**config.mk**
```make
export PLATFORM = sky130hd
export DESIGN_NAME = coin_input_conditioner
export DESIGN_NICKNAME = d
export VERILOG_FILES = /design/src/rtl/vending_pkg.sv /design/src/rtl/sync_debounce.sv /design/src/rtl/coin_input_conditioner.sv
export SDC_FILE = /design/constraint.sdc
export NUM_CORES = 1
export LEC_CHECK = 0
export ABC_CLOCK_PERIOD_IN_PS = 3850
export CAP_MARGIN = 40
export CORE_MARGIN = 3
export CORE_UTILIZATION = 40
export DETAILED_ROUTE_END_ITERATION = 8
export MAX_ROUTING_LAYER = met4
export PLACE_DENSITY = 0.57
export SLEW_MARGIN = 20
export SYNTH_ARGS = -nofsm -noshare
export SYNTH_HDL_FRONTEND = slang
export SYNTH_SLANG_ARGS = --single-unit
```
**constraint.sdc**
```tcl
create_clock -name clk -period 3.85 [get_ports clk]
set_clock_uncertainty 0.15 [all_clocks]
set_input_delay 0.385 -clock clk [delete_from_list [all_inputs] [get_ports clk]]
set_output_delay 0.385 -clock clk [all_outputs]
set_load 0.1 [all_outputs]
```
**src/rtl/vending_pkg.sv**
```systemverilog
// Shared coin constants for the coin front end, vending FSM and change logic.
package vending_pkg;

  localparam int unsigned NUM_COINS = 3;
  localparam int unsigned COIN_W    = 5;

  localparam logic [COIN_W-1:0] COIN_5  = 5'd5;
  localparam logic [COIN_W-1:0] COIN_10 = 5'd10;
  localparam logic [COIN_W-1:0] COIN_25 = 5'd25;

  localparam int unsigned COIN_IDX_5  = 0;
  localparam int unsigned COIN_IDX_10 = 1;
  localparam int unsigned COIN_IDX_25 = 2;

  // Cent value carried by a given sensor line.
  function automatic logic [COIN_W-1:0] coin_cents(input int unsigned idx);
    logic [COIN_W-1:0] cents;
    cents = '0;
    case (idx)
      COIN_IDX_5:  cents = COIN_5;
      COIN_IDX_10: cents = COIN_10;
      COIN_IDX_25: cents = COIN_25;
      default:     cents = '0;
    endcase
    return cents;
  endfunction

endpackage

```
**src/rtl/sync_debounce.sv**
```systemverilog
// One coin sensor line: metastability synchronizer, stable-level debounce
// counter and registered rising-edge strobe.
module sync_debounce #(
  parameter int unsigned SYNC_STAGES     = 2,
  parameter int unsigned DEBOUNCE_CYCLES = 4
) (
  input  logic clk,
  input  logic rst,
  input  logic raw,
  output logic stable,
  output logic rise
);

  localparam int unsigned CNT_W = $clog2(DEBOUNCE_CYCLES + 1);

  logic [SYNC_STAGES-1:0] sync_q;
  logic                   synced;
  logic                   stable_q, stable_d;
  logic [CNT_W-1:0]       cnt_q, cnt_d;
  logic                   rise_q, rise_d;

  assign synced = sync_q[SYNC_STAGES-1];

  // Any sample that agrees with the stable level restarts the count.
  always_comb begin
    stable_d = stable_q;
    cnt_d    = '0;
    if (synced != stable_q) begin
      if (cnt_q == CNT_W'(DEBOUNCE_CYCLES - 1)) begin
        stable_d = synced;
      end else begin
        cnt_d = cnt_q + CNT_W'(1);
      end
    end
    rise_d = stable_d & ~stable_q;
  end

  always_ff @(posedge clk or posedge rst) begin
    if (rst) begin
      sync_q   <= '0;
      stable_q <= 1'b0;
      cnt_q    <= '0;
      rise_q   <= 1'b0;
    end else begin
      sync_q   <= {sync_q[SYNC_STAGES-2:0], raw};
      stable_q <= stable_d;
      cnt_q    <= cnt_d;
      rise_q   <= rise_d;
    end
  end

  assign stable = stable_q;
  assign rise   = rise_q;

endmodule

```
**src/rtl/coin_input_conditioner.sv**
```systemverilog
// Coin-slot front end: per-line conditioning, then one registered coin event
// per cycle, or a collision flag when several coins land together.
module coin_input_conditioner
  import vending_pkg::*;
#(
  parameter int unsigned SYNC_STAGES     = 2,
  parameter int unsigned DEBOUNCE_CYCLES = 4
) (
  input  logic                 clk,
  input  logic                 rst,
  input  logic [NUM_COINS-1:0] coin_raw,
  output logic                 coin_valid,
  output logic [COIN_W-1:0]    coin_value,
  output logic                 coin_err
);

  logic [NUM_COINS-1:0] rise;
  logic [NUM_COINS-1:0] stable_unused;
  logic                 multi;
  logic                 valid_q, valid_d;
  logic                 err_q, err_d;
  logic [COIN_W-1:0]    value_q, value_d;

  for (genvar g = 0; g < NUM_COINS; g++) begin : g_line
    sync_debounce #(
      .SYNC_STAGES     (SYNC_STAGES),
      .DEBOUNCE_CYCLES (DEBOUNCE_CYCLES)
    ) u_line (
      .clk    (clk),
      .rst    (rst),
      .raw    (coin_raw[g]),
      .stable (stable_unused[g]),
      .rise   (rise[g])
    );
  end

  // Collisions are rejected outright rather than queued.
  always_comb begin
    multi   = |(rise & (rise - NUM_COINS'(1)));
    valid_d = (rise != '0) && !multi;
    err_d   = multi;
    value_d = '0;
    if (valid_d) begin
      for (int unsigned i = 0; i < NUM_COINS; i++) begin
        if (rise[i]) value_d = value_d | coin_cents(i);
      end
    end
  end

  always_ff @(posedge clk or posedge rst) begin
    if (rst) begin
      valid_q <= 1'b0;
      err_q   <= 1'b0;
      value_q <= '0;
    end else begin
      valid_q <= valid_d;
      err_q   <= err_d;
      value_q <= value_d;
    end
  end

  assign coin_valid = valid_q;
  assign coin_err   = err_q;
  assign coin_value = value_q;

endmodule

```
# --- Word level (Yosys, flattened, before mapping) ---
# Index checks and enable logic that the tools add are counted.
totals:
  regBits: 28
  out_inout_bits: 7
op_classes:
  add_sub_neg: 4
  eq_ne: 6
  n_mux: 22
  bitwise_logic: 9
  n_reduce_logical: 4
ops:
  columns: ["operator", "count"]
  rows:
  - ["2-to-1 mux 5 bit", 9]
  - ["2-to-1 mux 3 bit", 7]
  - ["OR 5 bit", 2]
  - ["adder 3 x 1 -> 3 bit, second input constant", 3]
  - ["== test 3 x 2 -> 1 bit, second input constant", 3]
  - ["2-to-1 mux 1 bit", 6]
  - ["bitwise AND 1 bit", 3]
  - ["bitwise AND 3 bit", 1]
  - ["!= test 1 bit", 3]
  - ["inverter 1 bit", 3]
  - ["nonzero test 3 bit", 1]
  - ["OR reduction 3 bit", 1]
  - ["subtractor 3 x 1 -> 3 bit, second input constant", 1]
  - ["logical AND 1 bit", 1]
  - ["logical NOT 1 bit", 1]

# --- Depth between registers and ports, before layout ---
# Gate-level depths: netlist (run 1).
logic_depth:
  ltp_word: 12
  mapped_depth: 3
  depth_no_buf: 3

# --- Modules after synthesis ---
# Synthesis (run 1) repeated with hierarchy kept, for this count alone.
hier_totals:
  hier_cells: 67
  area_unflattened_um2: 1039.7
by_module_without_submodules:
  columns: ["mod", "instances", "cells_per_inst", "area_each_um2", "seq_area_each_um2"]
  rows:
  - ["sync_debounce", 3, 16, 260.2, 175.2]
  - ["coin_input_conditioner", 1, 19, 259.0, 175.2]

# --- Worst setup path before layout (run 1) ---
# Ideal clock, no wire load.
synth_timing:
  path_kind: "flip-flop to output port"
  from: "register err_q (netlist: coin_err)"
  to: "output port coin_err"
  arrival_time_ns: 0.883
  path_slack_ns: 2.432
  path_stages_with_launch: 1
  n_path_buf: 0
  path_cell_list: "dfrtp_1"
synth_lines:
  columns: ["item", "line_no", "rtl"]
  rows:
  - ["from (decl)", "coin_input_conditioner.sv:21", "logic err_q, err_d;"]
  - ["from (signal assigned)", "coin_input_conditioner.sv:57", "err_q <= err_d;"]
  - ["to (decl)", "coin_input_conditioner.sv:14", "output logic coin_err"]
# No word-level cell between the ends.

# --- Worst setup path after layout (run 1) ---
layout_timing:
  from: "register value_q[0] (netlist: coin_value[0])"
  to: "output port coin_value[0]"
layout_lines:
  columns: ["item", "line_no", "rtl"]
  rows:
  - ["from (decl)", "coin_input_conditioner.sv:22", "logic [COIN_W-1:0] value_q, value_d;"]
  - ["from (signal assigned)", "coin_input_conditioner.sv:58", "value_q <= value_d;"]
  - ["to (decl)", "coin_input_conditioner.sv:13", "output logic [COIN_W-1:0] coin_value,"]
# No word-level cell between the ends.

==> reports/metrics.yaml, run 1 <==
run_status:
  status: "completed"
synthesis:
  syn_avg_cell_area_sq_um: 15.87
  syn-num-nets: 72
  syn_area_sq_um: 1016
  ys_seq_elements: 28
  synthDistinctLibCells: 16
  yosys_warnings: 0
  syn_inst: 64
  seq_area_frac_synth: 0.6897
sta:
  setup_viol: 0
  worst_pin_slew_ps: 627.1
  rsz0062_at_grt: "false"
  setup_tns_ps: 0
  hold_violations: 0
  slew-limit-headroom: 0.5815
  fmax_mhz: 519.0
  finalCritPeriodShare: 0.5005
  min_period_ps: 1927
  slew_viol_final: 0
place:
  port_buffers: 11
  postPlaceCellArea_sq_um: 1262
  dp_hpwl_um: 988
  place_congestion: 0.6039
  dpl.cell_count: 109
clock_network:
  postCtsSetupBuffers: 0
  cts_tree: "done"
  cts_inserted_buffers: 3
  cts_buffer_depth: 2
  cts.sinks: 28
  post_cts_resized: 0
  cts_max_level: 1
  holdBufCountCts: 0
  clockRootBuffer: "clkbuf_4"
  insertion_delay_ps: 310
  clk_pin_slew_worst_paths_ps: 130
pwr:
  ir_drop_mv: 0.4110
  switchingPower_mw: 0.2218
  leakagePower_nw: 0.6087
  p_sw_frac: 0.3024
  pwr-share-comb: 0.302
  intPower_mw: 0.5117
  seqPwrFrac: 0.518
  power_density_nw_per_um2: 564.7
  power_mw: 0.7334
  clockPowerShare: 0.180
die:
  fp.dieW_um: 56.40
  initial_core_util: 0.4382
  fp-row-count: 17
  die_y_um: 56.40
  ios: 12
  coreArea_sq_um: 2318
  die_area_sq_um: 3180
route:
  ant_nets: 0
  drt_iter0_drc: 1
  vias: 520
  wl_mm: 1.206
  firstDrtPassIters: 5
  drc: 0
  viasPerCell: 4.602
  wire_per_inst_um: 10.67
worst_setup_path:
  cp_cell_sequence: "clkdlybuf4s50_1 > buf_8"
  arrival_ps: 1390
  critical_path_peak_fanout: 1
  end_kind: "output pin"
  ff2ff_path_depth: 3
  critical_path_class: "flop to output pin"
  required_ps: 3310
  max_stage_delay_ps: 520
  cp_slowest_cell: "clkdlybuf4s50_1"
  startpoint_type: "flop"
grt:
  grt_pass1_wl_mm: 2.159
  grt_usage: 0.09068
  grt_pass1_vias: 529
  grt-ovfl-total: 0
  grt_max_degree: 18
  antenna_found_initial: 0
final_layout:
  layout-drive-gt1-share: 0.2235
  final_util: 0.5602
  seq_area_sq_um: 700.7
  antenna_cells: 0
  final_cell_mix: "28 x dfrtp_1, 11 x clkdlybuf4s50_1, 8 x buf_8"
  finalNetCount: 94
  final_area_sq_um: 1299
  layout_commonest_cell: "dfrtp_1"
  syn_to_final_growth_pct: 27.83
  multiInputGateArea_sq_um: 292.8
  fillerInstances: 181
  fin_cells: 113
flow_run:
  cap_violations: 0
min_path:
  hp-class: "flop to flop"
  min_path_cells: 0
-- path summary, 6_finish.rpt --
kind	startpoint	endpoint	slack, ps
setup reg to reg	g_line[2].u_line.cnt_q[0]	g_line[2].u_line.stable	2560
hold reg to reg	g_line[2].u_line.sync_q[0]	g_line[2].u_line.sync_q[1]	210
max in group asynchronous	rst	g_line[0].u_line.cnt_q[0]	2770
setup / recovery	coin_value[0]	coin_value[0]	1920
hold / removal	g_line[2].u_line.sync_q[0]	g_line[2].u_line.sync_q[1]	210
min in group asynchronous	rst	g_line[2].u_line.sync_q[0]	280
-- synthesized netlist by cell type --
library cell   n  area share
dfrtp_1       28        0.69
nor3b_1        6       0.044
xnor2_1        5       0.043
and3b_1        3       0.026
ha_1           3       0.037
mux2_2         3       0.033
nor2b_4        3       0.041
nor3_1         3       0.015
nor2_1         2      0.0074
nor2b_1        2       0.012
buf_4          1      0.0074
buf_6          1       0.011
inv_1          1      0.0037
maj3_1         1      0.0099
nor3b_2        1       0.012
o21bai_1       1      0.0074
-- flip-flops by register name, indices dropped and copies added, names as in the netlist --
register	count
coin_valid	1
g_line.u_line.cnt_q	9
coin_value	5
g_line.u_line.rise	3
coin_err	1
g_line.u_line.sync_q	6
g_line.u_line.stable	3
-- cells by family after synthesis --
| family | after synthesis | synth area share |
|---|---|---|
| DFF | 28 | 0.6897 |
| and+or+nand+nor | 20 | 0.1576 |
| xor gates and xnor gates | 5 | 0.04310 |
| adders and majority gates | 4 | 0.04680 |
| buffers and inverters | 3 | 0.02217 |
| muxes | 3 | 0.03325 |
| AOI/OAI and AO/OA | 1 | 0.007392 |
-- stage by stage --
stage                     worst slack [ps]  hold WS (ps)
after floorplan                       2432         181.2
after global placement                1893         181.7
after detailed placement              2262         184.7
after CTS                             1897         216.2
after global routing                  1847         228.5
final                                 1923         212.8
-- area by class of cell --
type	count	share of cell area
Inverter	1	0.002890
Timing Repair Buffer	19	0.1773
Multi-Input combinational cell	33	0.2254
Tap cell	28	0.02697
Sequential cell	28	0.5395
Clock buffer	4	0.02794
-- power groups by stage --
stage                     combinational [mW]  clock (mW)  sequential, mW
after floorplan                        0.104           0           0.438
after global placement                 0.192           0           0.383
after detailed placement               0.226           0           0.387
after CTS                              0.226       0.139           0.381
after global routing                   0.242       0.150           0.387
final                                  0.222       0.132           0.380
-- per-layer routing --
| layer | vias up | track usage | share of wire |
|---|---|---|---|
| li1 | 255 | - | - |
| met1 | 250 | 0.09895 | 0.45 |
| met2 | 13 | 0.1519 | 0.49 |
| met3 | 2 | 0.04138 | 0.055 |
| met4 | 0 | 0.02034 | 0.0083 |
| met5 | - | - | 0 |
-- worst max-delay path, delay by kind of cell (launching register included) --
family                 cells  cell delay (ps)
DFF                        1              350
buffers and inverters      2              730
(Power assumes the default switching activity.)
==> inputs of run 2 (changes only) <==
--- a/config.mk
+++ b/config.mk
@@ -5,7 +5,7 @@
 export SDC_FILE = /design/constraint.sdc
 export NUM_CORES = 1
 export LEC_CHECK = 0
-export ABC_CLOCK_PERIOD_IN_PS = 3850
+export ABC_CLOCK_PERIOD_IN_PS = 1910
 export CAP_MARGIN = 40
 export CORE_MARGIN = 3
 export CORE_UTILIZATION = 40
==> constraint.sdc (replaced) <==
create_clock -name clk -period 1.91 [get_ports clk]
set_clock_uncertainty 0.15 [all_clocks]
set_input_delay 0.191 -clock clk [delete_from_list [all_inputs] [get_ports clk]]
set_output_delay 0.191 -clock clk [all_outputs]
set_load 0.1 [all_outputs]
==> reports/metrics.yaml, run 2 (synthesized netlist as in run 1, its figures left out) <==
pwr:
  seqPwrFrac: 0.537  # +0.019
  pwr-share-comb: 0.273  # -0.029
  leakagePower_nw: 0.5786  # -4.9%
  power_mw: 1.425  # +94%
  ir_drop_mv: 0.5996  # +46%
  intPower_mw: 0.9839  # +92%
  switchingPower_mw: 0.4410  # +99%
  p_sw_frac: 0.3095  # +0.007110
  power_density_nw_per_um2: 1201  # +110%
  clockPowerShare: 0.190  # +0.010
sta:
  setup_viol: 0  # unchanged
  min_period_ps: 1304
  slew_viol_final: 0  # unchanged
  fmax_mhz: 766.9
  slew-limit-headroom: 0.7624  # +0.1809
  finalCritPeriodShare: 0.6827
  worst_pin_slew_ps: 356.0  # -271.1 ps
  rsz0062_at_grt: "false"
  hold_violations: 0  # unchanged
  setup_tns_ps: 0  # unchanged
final_layout:
  layout-drive-gt1-share: 0.2500  # +0.02647
  layout_commonest_cell: "dfrtp_1"
  seq_area_sq_um: 700.7  # unchanged
  fillerInstances: 200  # +10%
  syn_to_final_growth_pct: 16.75
  largest_reg_flops: 9  # unchanged
  antenna_cells: 0  # unchanged
  top_register: "g_line.u_line.cnt_q"
  final_cell_mix: "28 x dfrtp_1, 9 x buf_4, 6 x nor3b_1"
  multiInputGateArea_sq_um: 292.8  # unchanged
  finalNetCount: 89  # -5.3%
min_path:
  hp-class: "primary input to flop"
  whs_endpoint: "g_line[0].u_line.sync_q[0]"
  hold_start: "coin_raw[0]"
  min_path_cells: 1  # +1
route:
  drc: 0  # unchanged
  viasPerCell: 4.528  # -1.6%
  wire_per_inst_um: 10.63  # -0.40%
  drt_iter0_drc: 0  # -1
  vias: 489  # -6.0%
  ant_nets: 0  # unchanged
  firstDrtPassIters: 1  # -4
  wl_mm: 1.148  # -4.8%
die:
  coreArea_sq_um: 2318  # unchanged
  fp.dieW_um: 56.40  # unchanged
  fp-row-count: 17  # unchanged
  ios: 12  # unchanged
  die_area_sq_um: 3180  # unchanged
  initial_core_util: 0.4382  # unchanged
  die_y_um: 56.40  # unchanged
grt:
  grt_max_degree: 16  # -2
  grt_pass1_wl_mm: 2.076  # -3.8%
  antenna_found_initial: 0  # unchanged
  grt_usage: 0.08700  # -0.003681
  grt_pass1_vias: 492  # -7.0%
  grt-ovfl-total: 0  # unchanged
clock_network:
  clk_pin_slew_worst_paths_ps: 130  # about the same
  cts_inserted_buffers: 3  # unchanged
  cts_buffer_depth: 2  # unchanged
  cts_max_level: 1  # unchanged
  clockRootBuffer: "clkbuf_4"
  post_cts_resized: 0  # unchanged
  insertion_delay_ps: 310  # about the same
  cts_tree: "done"
  cts.sinks: 28  # unchanged
worst_setup_path:
  rrSetupSlack_ps: 610  # -1950 ps
  critical_path_peak_fanout: 4  # +3
  startpoint_type: "flop"
  end_kind: "flop"
  arrival_ps: 1370  # -20 ps
  required_ps: 1980  # -1330 ps
  r2r_end: "g_line[0].u_line.stable"
  timing.rr.start: "g_line[0].u_line.cnt_q[0]"
  ff2ff_path_depth: 3  # unchanged
  critical_path_class: "flop to flop"
place:
  place_congestion: 0.6115  # +1.3%
  port_buffers: 11  # unchanged
  dp_hpwl_um: 849  # -14%
flow_run:
  cap_violations: 0  # unchanged
run_status:
  status: "completed"
==> run 2: cell types whose count changed in the layout (fill, tap and decap cells not counted), sizes merged <==
cell           change
buf                +1
dlygate4sd3        +1
clkdlybuf4s50      -7
==> run 2: cell type report <==
| class | count | area share |
|---|---|---|
| inverter | 1 | 0.003165 |
| sequential | 28 | 0.5907 |
| tap | 28 | 0.02954 |
| multi-input combinational | 33 | 0.2468 |
| clock buffer | 4 | 0.03059 |
| timing repair buffer | 14 | 0.09916 |
==> run 2: per-layer routing <==
| metal | up-vias | part of all wire | global-route usage |
|---|---|---|---|
| met5 | - | 0 | - |
| met4 | 0 | 0.0087 | 0.06102 |
| met3 | 2 | 0.061 | 0.02529 |
| met2 | 11 | 0.44 | 0.1235 |
| met1 | 231 | 0.49 | 0.1058 |
| li1 | 245 | - | - |
==> run 2: power groups by stage <==
| stage | registers [mW] | clock network (mW) | logic [mW] |
|---|---|---|---|
| 2_1_floorplan | 0.882 | 0 | 0.210 |
| 3_3_place_gp | 0.773 | 0 | 0.386 |
| 3_5_place_dp | 0.779 | 0 | 0.394 |
| 4_1_cts | 0.767 | 0.291 | 0.395 |
| 5_1_grt | 0.778 | 0.312 | 0.435 |
| 6_report | 0.764 | 0.271 | 0.389 |
==> run 2: timing repair <==
| item | in CTS | in global routing |
|---|---|---|
| buffers inserted | 0 | 0 |
| endpoints found under the hold margin | 8 | 0 |
| hold buffers | 1 | 0 |
==> run 2: worst max-delay path: stages (launching register included) <==
cell     delay, ps
dfrtp_1        370
ha_1           170
nor2b_4        180
mux2_2         340
==> run 2: stage by stage <==
step | utilization | instance area (sq um) | worst slack [ps] | hold WS (ps) | cells
finish | 0.5116 | 1186 | 606.1 | 146.3 | 108
global route | 0.5116 | 1186 | 525.9 | 119.5 | 108
CTS | 0.5116 | 1186 | 590.0 | 129.6 | 108
detailed placement | 0.4916 | 1140 | 609.6 | 184.7 | 103
global placement | 0.4916 | 1140 | 631.9 | 181.7 | 103
floorplan | - | 1016 | 674.2 | 72.43 | 64
==> run 2: worst max path at each step <==
stage | from | endpoint | slack [ps] | cells past startpoint
after floorplan | g_line[0].u_line.cnt_q[0] | g_line[0].u_line.stable | 670 | 3
after global placement | g_line[0].u_line.cnt_q[0] | g_line[0].u_line.stable | 630 | 3
after detailed placement | g_line[0].u_line.cnt_q[0] | g_line[0].u_line.stable | 610 | 3
after CTS | g_line[0].u_line.cnt_q[0] | g_line[0].u_line.stable | 590 | 3
after global routing | rst | coin_value[4] | 530 | 4
final | g_line[0].u_line.cnt_q[0] | g_line[0].u_line.stable | 610 | 3
==> inputs of run 3 (changes only) <==
--- a/config.mk
+++ b/config.mk
@@ -5,7 +5,7 @@
 export SDC_FILE = /design/constraint.sdc
 export NUM_CORES = 1
 export LEC_CHECK = 0
-export ABC_CLOCK_PERIOD_IN_PS = 1910
+export ABC_CLOCK_PERIOD_IN_PS = 1300
 export CAP_MARGIN = 40
 export CORE_MARGIN = 3
 export CORE_UTILIZATION = 40
==> constraint.sdc (replaced) <==
create_clock -name clk -period 1.3 [get_ports clk]
set_clock_uncertainty 0.15 [all_clocks]
set_input_delay 0.13 -clock clk [delete_from_list [all_inputs] [get_ports clk]]
set_output_delay 0.13 -clock clk [all_outputs]
set_load 0.1 [all_outputs]
==> reports/metrics.yaml, run 3 (synthesized netlist as in run 1, its figures left out) <==
run_status:
  status: "completed"
clock_network:
  cts_inserted_buffers: 3  # unchanged
  clk_pin_slew_worst_paths_ps: 130  # about the same
  cts_max_level: 1  # unchanged
  clockRootBuffer: "clkbuf_4"
  cts.sinks: 28  # unchanged
  cts_tree: "done"
  cts_buffer_depth: 2  # unchanged
  insertion_delay_ps: 310  # about the same
sta:
  rsz0062_at_grt: "true"
  hold_violations: 0  # unchanged
  finalCritPeriodShare: 0.9841  # +0.3014
  fmax_mhz: 781.7  # +1.9%
  worst_pin_slew_ps: 313.9  # -42.14 ps
  slew_viol_final: 0  # unchanged
  setup_viol: 0  # unchanged
  whs_ps: 87.56  # -58.76 ps
  min_period_ps: 1279  # -24.63 ps
  slew-limit-headroom: 0.7892  # +0.02685
place:
  place_congestion: 0.6545  # +7.0%
  postPlaceCellArea_sq_um: 1232  # +8.1%
  dp_hpwl_um: 796.7  # -6.2%
  port_buffers: 11  # unchanged
route:
  viasPerCell: 4.600  # +1.6%
  firstDrtPassIters: 1  # unchanged
  drt_iter0_drc: 0  # unchanged
  wire_per_inst_um: 11.00  # +3.5%
  vias: 506  # +3.5%
  ant_nets: 0  # unchanged
  drc: 0  # unchanged
  wl_mm: 1.210  # +5.4%
pwr:
  pwr-share-comb: 0.330  # +0.057
  clockPowerShare: 0.150  # -0.040
  seqPwrFrac: 0.520  # -0.017
  intPower_mw: 1.515  # +54%
  power_mw: 2.200  # +54%
  switchingPower_mw: 0.6852  # +55%
  power_density_nw_per_um2: 1668  # +39%
  p_sw_frac: 0.3114  # +0.001917
  ir_drop_mv: 1.154  # +92%
  leakagePower_nw: 0.6170  # +6.6%
final_layout:
  final_cell_mix: "28 x dfrtp_1, 8 x buf_12, 5 x xnor2_1, 5 x nor3b_1"
  fillerInstances: 182  # -9.0%
  syn_to_final_growth_pct: 29.80
  largest_reg_flops: 9  # unchanged
  layout_commonest_cell: "dfrtp_1"
  finalNetCount: 92  # +3.4%
  antenna_cells: 0  # unchanged
  top_register: "g_line.u_line.cnt_q"
  layout-drive-gt1-share: 0.3171  # +0.06707
  final_area_sq_um: 1319  # +11%
grt:
  grt-ovfl-total: 0  # unchanged
  grt_max_degree: 29  # +13
  antenna_found_initial: 0  # unchanged
  grt_pass1_vias: 459  # -6.7%
  grt_pass1_wl_mm: 1.959  # -5.6%
  grt_usage: 0.08404  # -0.002958
die:
  die_area_sq_um: 3180  # unchanged
  fp.dieW_um: 56.40  # unchanged
  die_y_um: 56.40  # unchanged
  ios: 12  # unchanged
  initial_core_util: 0.4382  # unchanged
  coreArea_sq_um: 2318  # unchanged
  fp-row-count: 17  # unchanged
worst_setup_path:
  critical_path_class: "flop to flop"
  startpoint_type: "flop"
  end_kind: "flop"
  required_ps: 1360  # -620 ps
  critical_path_peak_fanout: 3  # -1
  arrival_ps: 1340  # -30 ps
min_path:
  hp-class: "primary input to flop"
flow_run:
  cap_violations: 0  # unchanged
run 3: per-layer routing:
| metal | vias up | wire (um) | track usage |
|---|---|---|---|
| li1 | 250 | - | - |
| met1 | 243 | 566 | 0.1045 |
| met2 | 11 | 575 | 0.1185 |
| met3 | 2 | 56 | 0.02069 |
| met4 | 0 | 11 | 0.06102 |
| met5 | - | 0 | - |
run 3: power groups by stage:
stage	clock network, mW	logic (mW)	registers (mW)
final	0.330	0.725	1.14
after global routing	0.386	0.777	1.16
after CTS	0.348	0.653	1.14
after detailed placement	0	0.642	1.16
after global placement	0	0.628	1.15
after floorplan	0	0.309	1.30
run 3: area by class of cell:
cell class              instances  area (sq um)  share of cell area
flip-flops and latches         28         700.7              0.5313
well taps                      28         35.03             0.02657
multi-input cells              33         316.6              0.2400
repair buffers                 17         240.2              0.1822
clock buffers                   3         22.52             0.01708
inverters                       1         3.754            0.002846
run 3: timing repair:
action	in CTS	in global routing
gates cloned	0	0
setup endpoints to repair	1	4
hold buffers	1	0
buffers inserted	1	3
pin swaps	1	2
resized for setup	1	6
hold endpoints to repair	28	0
run 3: stage by stage:
stage / setup slack (ps) / cells / TNS (ps) / utilization
2_1_floorplan: 64.22 / 64 / 0 / -
3_3_place_gp: 20.94 / 102 / 0 / 0.5316
3_5_place_dp: 0.1040 / 102 / 0 / 0.5316
4_1_cts: 2.190 / 107 / 0 / 0.5499
5_1_grt: -43.49 / 110 / -58.50 / 0.5688
6_report: 20.73 / 110 / 0 / 0.5688
run 3: worst paths after layout:
check                                           start  depth (start not counted)  slack [ps]                          to
max                         g_line[2].u_line.cnt_q[0]                          3          20     g_line[2].u_line.stable
min                                       coin_raw[0]                          1          90  g_line[0].u_line.sync_q[0]
max reg2reg                 g_line[2].u_line.cnt_q[0]                          3          20     g_line[2].u_line.stable
min reg2reg                g_line[1].u_line.sync_q[0]                          0         220  g_line[1].u_line.sync_q[1]
max in group asynchronous                         rst                          4         320   g_line[1].u_line.cnt_q[2]
min in group asynchronous                         rst                          4         540               coin_value[3]
run 3: critical path, stage by stage (launching register included):
cell	delay, ps
dfrtp_1	380
ha_2	180
nor2b_4	160
mux2_4	300
